## src/rtl/spk_out_arb.sv

```systemverilog
// Spike-out FIFO push arbiter: merges N soma spike lanes and the config write path
// into one registered push port, with one-deep holding registers and almost-full backpressure.
module spk_out_arb #(
  parameter int N   = 4,
  parameter int FW  = 59,
  parameter int FTW = 3,
  parameter int SW  = 24,
  parameter int CW  = 16
) (
  input  logic            clk,
  input  logic            rst_n,
  input  logic [N-1:0]    lane_fire,
  input  logic [N*SW-1:0] lane_neuid,
  output logic [N-1:0]    lane_busy,
  input  logic            cfg_we,
  input  logic [FW-1:0]   cfg_wdata,
  output logic            cfg_busy,
  input  logic            fifo_full,
  output logic            push,
  output logic [FW-1:0]   push_data,
  output logic [N-1:0]    ovf,
  input  logic            ovf_clr,
  output logic [CW-1:0]   spk_cnt
);
  localparam int PW = (N > 1) ? $clog2(N) : 1;

  logic [N-1:0]    pend_v_reg, pend_v_next;
  logic [SW-1:0]   pend_id_reg [N];
  logic            cfg_v_reg, cfg_v_next;
  logic [FW-1:0]   cfg_d_reg;
  logic [PW-1:0]   ptr_reg;
  logic            push_reg;
  logic [FW-1:0]   push_data_reg;
  logic [N-1:0]    ovf_reg, ovf_next;
  logic [CW-1:0]   spk_cnt_reg;

  logic            grant_cfg;
  logic [N-1:0]    grant_lane;
  logic [PW-1:0]   grant_idx;
  logic [PW-1:0]   cand;
  logic            lane_found;
  logic [N-1:0]    lane_accept;
  logic            cfg_accept;
  logic [FW-1:0]   lane_flit;

  // Config has strict priority; lanes are searched round-robin starting after ptr.
  always_comb begin
    grant_cfg  = !fifo_full && cfg_v_reg;
    grant_lane = '0;
    grant_idx  = ptr_reg;
    cand       = '0;
    lane_found = 1'b0;
    if (!fifo_full && !cfg_v_reg) begin
      for (int k = 1; k <= N; k++) begin
        cand = PW'((int'(ptr_reg) + k) % N);
        if (!lane_found && pend_v_reg[cand]) begin
          lane_found = 1'b1;
          grant_idx  = cand;
        end
      end
    end
    if (lane_found) grant_lane[grant_idx] = 1'b1;
  end

  // A request is taken when the slot is free or is being emptied by this cycle's grant.
  generate
    for (genvar gi = 0; gi < N; gi++) begin : g_lane
      assign lane_accept[gi] = lane_fire[gi] && (!pend_v_reg[gi] || grant_lane[gi]);
      assign pend_v_next[gi] = lane_accept[gi] || (pend_v_reg[gi] && !grant_lane[gi]);
      assign ovf_next[gi]    = (lane_fire[gi] && !lane_accept[gi]) || (ovf_reg[gi] && !ovf_clr);

      always_ff @(posedge clk or negedge rst_n) begin
        if (!rst_n) begin
          pend_id_reg[gi] <= '0;
        end else if (lane_accept[gi]) begin
          pend_id_reg[gi] <= lane_neuid[gi*SW +: SW];
        end
      end
    end
  endgenerate

  assign cfg_accept = cfg_we && (!cfg_v_reg || grant_cfg);
  assign cfg_v_next = cfg_accept || (cfg_v_reg && !grant_cfg);
  assign lane_flit  = {{FTW{1'b0}}, {(FW-FTW-SW){1'b0}}, pend_id_reg[grant_idx]};

  always_ff @(posedge clk or negedge rst_n) begin
    if (!rst_n) begin
      pend_v_reg    <= '0;
      cfg_v_reg     <= 1'b0;
      cfg_d_reg     <= '0;
      ptr_reg       <= PW'(N - 1);
      push_reg      <= 1'b0;
      push_data_reg <= '0;
      ovf_reg       <= '0;
      spk_cnt_reg   <= '0;
    end else begin
      pend_v_reg <= pend_v_next;
      cfg_v_reg  <= cfg_v_next;
      ovf_reg    <= ovf_next;
      push_reg   <= grant_cfg || lane_found;
      if (cfg_accept) cfg_d_reg <= cfg_wdata;
      if (grant_cfg) begin
        push_data_reg <= cfg_d_reg;
      end else if (lane_found) begin
        push_data_reg <= lane_flit;
        ptr_reg       <= grant_idx;
        spk_cnt_reg   <= spk_cnt_reg + CW'(1);
      end
    end
  end

  assign lane_busy = pend_v_reg;
  assign cfg_busy  = cfg_v_reg;
  assign push      = push_reg;
  assign push_data = push_data_reg;
  assign ovf       = ovf_reg;
  assign spk_cnt   = spk_cnt_reg;
endmodule
```

## config.mk

```make
export PLATFORM = sky130hd
export DESIGN_NAME = spk_out_arb
export DESIGN_NICKNAME = d
export VERILOG_FILES = /design/src/rtl/spk_out_arb.sv
export SDC_FILE = /design/constraint.sdc
export NUM_CORES = 1
export LEC_CHECK = 0
export CAP_MARGIN = 20
export CORE_AREA = 3 3 142 178
export DETAILED_ROUTE_END_ITERATION = 7
export DIE_AREA = 0 0 145 181
export PLACE_DENSITY = 0.75
export SLEW_MARGIN = 15
export SYNTH_ARGS = -nofsm -noshare
export SYNTH_HDL_FRONTEND = slang
export SYNTH_SLANG_ARGS = --single-unit
```

## constraint.sdc

```tcl
create_clock -name clk -period 2.3 [get_ports clk]
set_input_delay 0.46 -clock clk [delete_from_list [all_inputs] [get_ports clk]]
set_output_delay 0.46 -clock clk [all_outputs]
set_load 0.02 [all_outputs]
```

## Word-level counts from Yosys, hierarchy flattened

Index checks and enable logic that the tools add are counted.

- Word-level logic and storage cells: 115
- Bits of input ports: 164
- Bits in registers: 242

- Bitwise operators: 2
- Reductions and logical operators: 60
- Mux-type cells: 29
- Add/subtract/negate cells: 5
- $lt $le $gt $ge: 7

Operators with widths:

| operator | number |
|---|---|
| 59-bit two-way mux | 2 |
| 24-bit binary-select mux with 2-bit select | 1 |
| 24-bit two-way mux | 2 |
| 1-bit logical AND | 24 |
| 1-bit zero test | 19 |
| 16-bit by 1-bit adder with 16-bit output, second input constant | 1 |
| 1-bit logical OR | 15 |
| 2-bit by 3-bit < comparator with 1-bit output, second input constant | 5 |
| 1-bit two-way mux | 13 |
| 2-bit two-way mux | 5 |
| 1-bit binary-select mux with 2-bit select | 4 |
| 2-bit by 1-bit adder with 2-bit output, second input constant | 2 |
| 2-bit adder, second input constant | 2 |
| 4-bit two-way mux | 1 |
| 3-bit greater-or-equal comparator, second input constant | 1 |
| 2-bit NOT with 3-bit output | 1 |
| 1-bit demux with 2-bit select | 1 |
| 2-bit by 1-bit greater-or-equal comparator with 1-bit output, second input constant | 1 |
| 2-bit AND reduction | 1 |
| 2-bit nonzero test | 1 |
| 1-bit NOT | 1 |

## Longest topological paths before layout

- Depth in word-level cells: 27
- Depth in mapped cells: 10
- Mapped depth without buffers: 7

## Worst setup path before layout

Ideal clock, no wire load.

- Path kind: reg2reg
- Start: register pend_v_reg[0], in the netlist lane_busy[0]
- End: register push_data_reg[3], in the netlist push_data[3]
- Slack: -0.141 ns
- Required time: 2.161 ns
- Period minus slack after synthesis: 2.441 ns
- Path buffers: 3
- Data arrival time: 2.302 ns
- Cell stages (with the launch flop): 11
- Cell sequence: dfrtp_1 -> buf_2 -> or3b_1 -> or4_1 -> nand3_2 -> o32ai_4 -> inv_4 -> buf_6 -> buf_8 -> mux2i_1 -> o211ai_1

- Longest elaborated chain between the ends: 22
- Elaborated cells between the ends (all ways): 34
- Classes of those cells: mux (26); bitwise (1); reduce/logical (7)

RTL lines:

| what | RTL line | RTL |
|---|---|---|
| start, declared | 27 | `logic [N-1:0] pend_v_reg, pend_v_next;` |
| start signal, assigned | 97 | `pend_v_reg <= pend_v_next;` |
| 1-bit binary-select mux with 2-bit select | 56 | `if (!lane_found && pend_v_reg[cand]) begin` |
| 1-bit two-way mux (implied by the code) | 56 |  |
| 1-bit two-way mux | 56 |  |
| 1-bit two-way mux | 53 | `if (!fifo_full && !cfg_v_reg) begin` |
| 1-bit zero test | 56 |  |
| 1-bit logical AND | 56 |  |
| 1-bit two-way mux | 56 |  |
| 1-bit two-way mux | 53 |  |
| (+5 left out) | -- |  |
| 1-bit logical AND | 56 |  |
| 2-bit two-way mux | 56 |  |
| 2-bit two-way mux | 53 |  |
| 2-bit NOT with 3-bit output (implied by the code) | 84 | `assign lane_flit = {{FTW{1'b0}}, {(FW-FTW-SW){1'b0}}, pend_id_reg[grant_idx]};` |
| 24-bit binary-select mux with 2-bit select | 84 |  |
| 24-bit two-way mux (implied by the code) (2 in a row) | 84 |  |
| 59-bit two-way mux | 104 | `end else if (lane_found) begin` |
| 59-bit two-way mux | 102 | `if (grant_cfg) begin` |
| end signal, assigned | 103 | `push_data_reg <= cfg_d_reg;` |
| end signal, assigned | 105 | `push_data_reg <= lane_flit;` |
| end, declared | 33 | `logic [FW-1:0] push_data_reg;` |

Parallel ways exist; a longest one is shown, timed or not. The select of a mux whose other input is x is not followed.
A chain may end at the register's enable or synchronous reset.

## Final worst setup path

- Start: register pend_v_reg[1], in the netlist lane_busy[1]
- End: register push_data_reg[7], in the netlist push_data[7]

The elaborated chain is that of the path after synthesis.

==> summary.md <==
| Metric | Value |
|---|---|
| Status | finished with violations |
| Failing checks | negative setup slack |
| Gr usage total | 22.2% |
| Yosys reg bits | 242 |
| # rows | 63 |
| Hold slack | 0.476 ns |
| N_diodes | 0 |
| Layout cells sized above 1 | 23.2% |
| Layout area overhead | 47.2% |
| Reg power frac | 39.5% |
| Total grt overflow | 0 |
| Mapped Cells | 1040 |
| Starting density of the core | 45.7% |
| Syn avg cell area | 10.4 µm² |
| Crit path buf inv count | 2 |
| Placed cell count | 1591 |
| Startpoint Class | flop |
| DIE AREA | 26200 µm² |
| Critical path origin | lane_busy[1] |
| GR Util met1 | 29.9% |
| Synthesized area | 10800 µm² |
| Slew Viols, Final | 0 |
| Fmax | 410 MHz |
| First-pass GRT wire length | 48400 µm |
| Ys async rst share | 100% |
| Net Sw Frac | 32.5% |
| NetSw | 0.00516 W |
| I/O Pins | 249 |
| Top post-synthesis cells by area | dfrtp_1 (55%), nand2_1 (8.5%), mux2_2 (6.2%) |
| Crit-path max cell delay | 0.44 ns |
| Clock Sinks | 242 |
| Clock Skews | 0.0131 ns |
| Critical path arrival | 2.81 ns |
| Final period utilization | 106% |
| Worst VDD drop | 0.618 mV |
| Drt total wl | 34000 µm |
| Die Wd | 145 µm |
| Max Cap Viol | 0 |
| DR vias/cell | 5.73 |
| Vias in the first global route | 9269 |
| Rel. slew slack | 60.8% |
| Post-layout minimum cycle time | 2.44 ns |
| Fin nets | 1484 |
| Most used DFF post-synth | dfrtp_1 |
| Synth warn | 0 |
| Crit path kind | reg2reg |
| DRC | 0 |
| GRT Max-Usage Layer | met2 |
| Clock tree buffer depth | 3 |
| CTS tree | built |
| Layout Cells excl Fill | 1660 |
| Drt pass-1 iters | 6 |
| Register-to-register setup slack | -0.14 ns |
| Largest fanout on the critical path | 14 |
| Core Box Area | 23700 µm² |
| Data required, critical path | 2.67 ns |
| Final worst slack | -0.139 ns |
| Final Setup Violations | 118 |
| Root buf cell | clkbuf_16 |
| Filler cell count | 1675 |
| Placer Congestion | 0.862 |
| Total CTS buffers | 24 |
| Cell Chain, Critical Path | or3b_1 -> or4_4 -> nand3_4 -> o32ai_4 -> inv_4 -> buf_12 -> mux2i_2 -> o211ai_1 |
| Post-synth top area share | 55.4% |
| Syn nets | 1205 |
| Levels on crit path | 8 |
| Grt met2 use | 37.2% |
| Clock power share | 27.1% |
| Largest area contributor in the netlist | dfrtp_1 |
| PwrDens | 996 nW/µm² |
| Worst reg2reg path startpoint | lane_busy[1] |
| Worst r2r dst | push_data[7] |
| Unique masters post-synth | 53 |
| Routed WL per cell | 20.5 µm |
| Worst-path clk slew | 0.07 ns |
| Post-synthesis sequential area ratio | 55.9% |
| Slowest stage cell, crit path | dfrtp_2 |
| Internal power | 0.0107 W |
| Hold WC Path Type | in2async |
| Final hold violation count | 0 |
| H-tree level count | 1 |
| Place WS | -0.292 ns |
| Combinational power share | 33.4% |
| Port Buf Inserts | 248 |
| Crit-path leading delay family | simple AND/OR/NAND/NOR gates |
| Reg2Reg Depth | 8 |
| RSZ-0062 raised after global routing | yes |
| GRT met3 Usage | 3.09% |
| Crit. End Element | flop |
| Post-route ant nets | 0 |
| DP HPWL | 21100 µm |
| Leak | 6.67 nW |
| Clk_lat worst skew | 0.52 ns |
| Largest net degree at the start of global routing | 72 |
| Initial antenna violation count | 0 |
| Fin area | 16000 µm² |
| Worst slew pin tran | 0.589 ns |
| Starting DRT DRC Count | 758 |
| Number of synthesized flops with an enable pin | 0 |
| TNS Setup | -6.71 ns |
| Max FFs per register | 96 |
| Vias after detailed routing | 9514 |
| Die H | 181 µm |
| Placed cell areas | 14000 µm² |
cells in the mapped netlist, drive strengths merged (7+ instances only):
cell type    n
nand3       30
a31oi       24
o211ai      72
clkbuf      58
inv          7
o22ai       72
buf         35
a22o        28
o21ai       39
dfrtp      240
nand2b      32
mux2        60
nand2      246
mux2i       24
xnor2       10
area by class of cell:
type | count | area [µm²] | area share, %
Tap cell | 325 | 407 | 2.55
Multi-Input combinational cell | 698 | 4980 | 31.2
Clock buffer | 35 | 733 | 4.59
Clock inverter | 7 | 135 | 0.846
Sequential cell | 242 | 6060 | 38.0
Timing Repair Buffer | 346 | 3610 | 22.6
Inverter | 7 | 28.8 | 0.180
logic make-up after synthesis:
| family | synth area share [%] |
|---|---|
| xor+xnor | 1.21 |
| compound gates | 16.2 |
| fa+ha+maj | 0.115 |
| simple gates | 13.9 |
| flops | 55.9 |
| mux | 8.44 |
| buf+inv | 4.29 |
metrics by stage:
stage	total power (W)	utilization, %
after global routing	0.0166	67.3
after floorplan	0.00860	-
final	0.0159	67.3
after CTS	0.0149	63.4
after detailed placement	0.0104	59.2
after global placement	0.0103	59.2
worst max path at each step:
stage	end	slack, ns
6_report	push_data[7]	-0.14
5_1_grt	push_data[7]	-0.21
4_1_cts	pend_id_reg[22]	0.001
3_5_place_dp	pend_id_reg[69]	-0.29
3_3_place_gp	pend_id_reg[67]	-0.28
2_1_floorplan	push_data[3]	-0.05
layout by cell type, fill, tap and decap left out, drive strengths merged, types with 4 or more instances in the layout:
cell type        n
nand2          246
clkdlybuf4s50  246
dfrtp          240
buf             92
o211ai          72
o22ai           72
mux2            60
clkbuf          41
o21ai           39
nand2b          32
nand3           30
a22o            28
mux2i           24
a31oi           24
xnor2           10
inv              7
nor2             5
xor2             5
nand4            5
a21o             4
bufinv           4
a21boi           4
a21oi            4
or2              4
and3             4
routing by layer:
layer,vias to the layer above,wire length (µm)
li1,4242,-
met1,4688,13400
met2,492,17000
met3,92,2210
met4,0,1400
met5,-,0
power groups by stage:
stage               clock (W)  combinational [W]  sequential (W)
floorplan                   0            0.00227         0.00633
global placement            0            0.00413         0.00617
detailed placement          0            0.00423         0.00621
CTS                   0.00436            0.00443         0.00615
global route          0.00454            0.00563         0.00639
finish                0.00432            0.00531         0.00628
what timing repair did:
action                                  in CTS  in global routing
gates cloned                                 1                 13
gates resized for setup                     12                137
setup buffers                                4                 10
endpoints found under the setup margin      97                132
hold buffers                                 1                  0
pin swaps                                    0                 34
endpoints found under the hold margin       64                  0
Note: power is estimated with default switching activity, not from simulation.
